`src/rtl/cl_div_seq.sv`:
```
// Sequential carry-less (GF(2)[x]) divider: long division MSB first, one or two dividend bits per cycle.
// Define CL_DIV_RADIX4_EN to retire two dividend bits per RUN cycle (same results, half the RUN time).
module cl_div_seq #(
   parameter int DATA_WIDTH = 32
) (
   input  logic                      clk,
   input  logic                      rst,
   input  logic                      start,
   input  logic [2*DATA_WIDTH-1:0]   dividend,
   input  logic [DATA_WIDTH:0]       divisor,
   output logic                      busy,
   output logic                      done,
   output logic [2*DATA_WIDTH-1:0]   quotient,
   output logic [DATA_WIDTH-1:0]     remainder,
   output logic                      div_zero
);

   localparam int W = DATA_WIDTH;
`ifdef CL_DIV_RADIX4_EN
   localparam int BPC = 2;
`else
   localparam int BPC = 1;
`endif
   localparam int STEPS = 2*W/BPC;
   localparam int CW    = $clog2(STEPS+1);
   localparam int DW    = $clog2(W+1);

   typedef enum logic [1:0] {IDLE, RUN, DONE} state_t;

   state_t          state, nxt;
   logic [2*W-1:0]  dvd_q;
   logic [W-1:0]    dvs_q;   // divisor bit W is implied by d and always cancels
   logic [DW-1:0]   d_q, deg;
   logic [CW-1:0]   cnt;
   logic [W:0]      s1;
`ifdef CL_DIV_RADIX4_EN
   logic [W:0]      s2;
`endif

   // One radix-2 step: returns {quotient bit, new remainder}
   function automatic logic [W:0] step(input logic [W-1:0] r, input logic b,
                                       input logic [W-1:0] dv, input logic [DW-1:0] d);
      logic [W:0] t;
      logic [W:0] res;
      t = {r, b};
      if (t[d]) res = {1'b1, t[W-1:0] ^ dv};
      else      res = {1'b0, t[W-1:0]};
      return res;
   endfunction

   always_comb begin
      deg = '0;
      for (int i = 0; i <= W; i++)
         if (divisor[i]) deg = DW'(i);
   end

   always_comb begin
      s1 = step(remainder, dvd_q[2*W-1], dvs_q, d_q);
`ifdef CL_DIV_RADIX4_EN
      s2 = step(s1[W-1:0], dvd_q[2*W-2], dvs_q, d_q);
`endif
   end

   always_ff @(posedge clk or posedge rst) begin
      if (rst) state <= IDLE;
      else     state <= nxt;
   end

   always_comb begin
      nxt = state;
      case (state)
         IDLE:    if (start) nxt = (divisor == '0) ? DONE : RUN;
         RUN:     if (cnt == CW'(STEPS-1)) nxt = DONE;
         DONE:    nxt = IDLE;
         default: nxt = IDLE;
      endcase
   end

   always_comb begin
      busy = (state != IDLE);
      done = (state == DONE);
   end

   always_ff @(posedge clk or posedge rst) begin
      if (rst) begin
         dvd_q     <= '0;
         dvs_q     <= '0;
         d_q       <= '0;
         cnt       <= '0;
         quotient  <= '0;
         remainder <= '0;
         div_zero  <= 1'b0;
      end else begin
         case (state)
            IDLE: if (start) begin
               dvd_q     <= dividend;
               dvs_q     <= divisor[W-1:0];
               d_q       <= deg;
               cnt       <= '0;
               quotient  <= '0;
               remainder <= '0;
               div_zero  <= (divisor == '0);
            end
            RUN: begin
               cnt <= cnt + 1'b1;
`ifdef CL_DIV_RADIX4_EN
               quotient  <= {quotient[2*W-3:0], s1[W], s2[W]};
               remainder <= s2[W-1:0];
               dvd_q     <= {dvd_q[2*W-3:0], 2'b00};
`else
               quotient  <= {quotient[2*W-2:0], s1[W]};
               remainder <= s1[W-1:0];
               dvd_q     <= {dvd_q[2*W-2:0], 1'b0};
`endif
            end
            default: ;
         endcase
      end
   end

endmodule

```
`config.mk`:
```
export PLATFORM = sky130hd
export DESIGN_NAME = cl_div_seq
export DESIGN_NICKNAME = d
export VERILOG_FILES = /design/src/rtl/cl_div_seq.sv
export SDC_FILE = /design/constraint.sdc
export NUM_CORES = 1
export LEC_CHECK = 0
export ABC_AREA = 0
export CORE_UTILIZATION = 52
export CTS_CLUSTER_DIAMETER = 100
export CTS_CLUSTER_SIZE = 28
export DETAILED_ROUTE_END_ITERATION = 12
export PLACE_DENSITY = 0.81
export SYNTH_ARGS = -nofsm -noshare
export SYNTH_HDL_FRONTEND = slang
export SYNTH_SLANG_ARGS = --single-unit
```
`constraint.sdc`:
```
create_clock -name clk -period 8.5 [get_ports clk]
set_input_delay 1.275 -clock clk [delete_from_list [all_inputs] [get_ports clk]]
set_output_delay 1.275 -clock clk [all_outputs]
set_load 0.1 [all_outputs]
```
==> run_results.csv <==
group,metric,value,unit
finish,fill_cells,1610,
yosys,yosysSeqAreaShare,0.526,
setup_path,worstPathMaxFanout,6,
clock_network,cts_root_buf,"clkbuf_16",
finish,antenna_cells,0,
yosys,synthDistinctLibCells,43,
timing,timing.final.crit_share,0.431,
grt,antenna_found_initial,0,
floorplan,die_w,140,um
yosys,synth.largest_area_cell,"dfrtp_1",
pwr,cellPowerDensity,171,mW/mm^2
finish,final_common_cell,"nand2_1",
pwr,vdd_drop_max,0.146,mV
setup_path,path_cells,"nor2_1, inv_1, clkdlybuf4s50_1",
finish,mostFrequentLayoutCells,"328 x nand2_1, 208 x dfrtp_1, 198 x clkdlybuf4s50_1",
yosys,yosysTopAreaCellShare,0.526,
yosys,synth_compound_area_frac,0.158,
yosys,synth_top_family_by_area,"simple AND/OR/NAND/NOR gates",
timing,tightest_slew,1.16,ns
setup_path,max_stage_delay,0.97,ns
timing,rsz0062_at_grt,"false",
yosys,synthSimpleGateAreaFrac,0.255,
grt,grt_use_total,0.269,
yosys,synth_nets,1256,
status,outcome,"finished clean",
placed_design,hpwl,16700,um
clock_network,cts_setup_buffers,0,
grt,grt_max_degree,143,
finish,syn_to_final_growth,23.5,%
clock_network,cts_buffers,11,
setup_path,cp_slowest_cell,"clkdlybuf4s50_1",
clock_network,clockBufferDepth,3,
grt,grt_pass1_wl,43300,um
yosys,synth_edf_count,0,
route,ant_nets,0,
timing,slew_headroom,0.226,
clock_network,cts_tree,"built",
yosys,synth_cells,1155,
setup_path,reg2reg_depth,7,
timing,fmax,273,MHz
timing,timing.final.crit_period,3.67,ns
clock_network,cts_hold_buf,0,
floorplan,pin_count,199,
route,wl,26100,um
pwr,leakagePower,5.53,nW
floorplan,die_h,140,um
setup_path,crit_type,"flip-flop to output pin",
yosys,synth_xor_area_frac,0,
clock_network,ctsResizeCount,0,
setup_path,critical_path_required,7.22,ns
pwr,finalPower,2.10,mW
yosys,synth-seq-cells,208,
yosys,postSynth.asyncResetShare,1.00,
yosys,syn_area,0.00990,mm^2
worst_hold_path,whs_path_depth,1,
route,drc,0,
job,maxCapViolations,0,
clock_network,clkTransAtPathRegs,0.12,ns
grt,grt_pass1_vias,8496,
route,wire_per_inst,17.1,um
placed_design,routabilityCongestion,0.862,
route,viasPerCell,5.83,
yosys,ys_warn_count,0,
placed_design,portBuffers,198,
setup_path,arrival,2.39,ns
timing,fin_skew,0.0270,ns
yosys,avgSynthCellArea,8.58,um^2
clock_network,cts.sinks,208,
finish,fin_nets,1393,
yosys,synth_ff_type,"dfrtp_1",
yosys,yosys-mux-area-fraction,0.0215,
worst_hold_path,min_path_type,"flip-flop to flip-flop",
timing,tns,0,ns
route,vias,8889,
floorplan,core_region_area,0.0187,mm^2
setup_path,worstSetupStartpointType,"flip-flop",
grt,grt_overflow_total,0,
floorplan,initial_core_util,0.529,
finish,post_route_cells_drive_above_1_share,0.0449,
yosys,yosys-top-cells-area,"dfrtp_1 53%, nand2_1 13%, nor2_1 6.8%, o21ai_0 4.2%, o22ai_1 4.0%",
clock_network,clk_latency,0.48,ns
timing,hold_viol_final,0,
yosys,synthAdderAreaFrac,0.00126,
timing,setup_viol,0,
floorplan,die_area,0.0196,mm^2
clock_network,htreeDepth,1,
setup_path,end_kind,"output pin",
setup_path,r2r_slack,5.31,ns
floorplan,row_count,50,
route,drt_first_pass_iters,4,
route,drtIter0Drc,604,
timing,slew_viol_final,0,
cells by family (layout without fill, tap and decap cells):
logic type	Yosys count	count (layout)
AND/OR/NAND/NOR	608	608
multiplexers	10	10
adder cells (fa/ha/maj)	1	1
flip-flops	208	208
AO/OA/AOI/OAI	239	239
buffers and inverters	89	226
metrics by stage:
stage	instance area [um^2]	setup slack, ns	utilization	std cells	hold WS (ns)
finish	12200	4.83	0.654	1526	0.482
global route	12200	4.77	0.654	1526	0.517
CTS	12200	4.80	0.654	1526	0.482
detailed placement	11900	4.85	0.639	1513	0.468
global placement	11900	4.92	0.639	1513	0.469
floorplan	9900	1.54	-	1155	0.446
sequential cells by signal (all words and copies together), names as in the netlist:
| name | count |
|---|---|
| dvd_q | 64 |
| quotient | 64 |
| state | 2 |
| d_q | 6 |
| div_zero | 1 |
| cnt | 7 |
| remainder | 32 |
| dvs_q | 32 |
cell type report:
| type | instances | area, um^2 | share of cell area |
|---|---|---|---|
| Clock buffer | 11 | 275 | 0.0225 |
| Clock inverter | 2 | 17.5 | 0.00143 |
| Inverter | 7 | 33.8 | 0.00276 |
| Multi-Input combinational cell | 858 | 4370 | 0.357 |
| Sequential cell | 208 | 5200 | 0.425 |
| Tap cell | 234 | 293 | 0.0239 |
| Timing Repair Buffer | 206 | 2040 | 0.167 |
power breakdown:
part           internal [mW]  switching (mW)  total (mW)
clock                  0.240           0.325       0.566
sequential              1.03          0.0285        1.05
combinational          0.156           0.322       0.478
total                   1.42           0.676        2.10
cell usage after synthesis (6+ instances only):
cell       instances
dfrtp_1          208
nor3_1             6
o21ai_0           83
nor3b_1           32
o2111ai_1         13
clkbuf_1          69
nor2_1           180
nand2_1          330
nor4_1             7
o22ai_1           64
nand3_1           35
inv_1              7
o2111ai_2         18
mux4_2             9
buf_6              7
a21oi_1           41
final timing paths:
check | endpoint | start
worst max-delay path | busy | state[0]$_DFFE_PP0P_
worst min-delay path | cnt[5]$_DFFE_PP0P_ | cnt[5]$_DFFE_PP0P_
worst max register to register | remainder[5]$_DFFE_PP0P_ | d_q[1]$_DFFE_PP0P_
worst min register to register | cnt[5]$_DFFE_PP0P_ | cnt[5]$_DFFE_PP0P_
max in group asynchronous | cnt[1]$_DFFE_PP0P_ | rst
min in group asynchronous | quotient[15]$_DFFE_PP0P_ | rst
worst max-delay path, delay by kind of cell (launching register included):
kind / cells / cell delay [ns]
buf+inv: 2 / 1.04
flops: 1 / 0.48
simple gates: 1 / 0.38
per-layer routing:
layer,share of wire,GRT usage
met1,0.43,0.369
met3,0.071,0.0550
met5,0,0
met2,0.48,0.434
met4,0.022,0.0792
(Power assumes the default switching activity.)
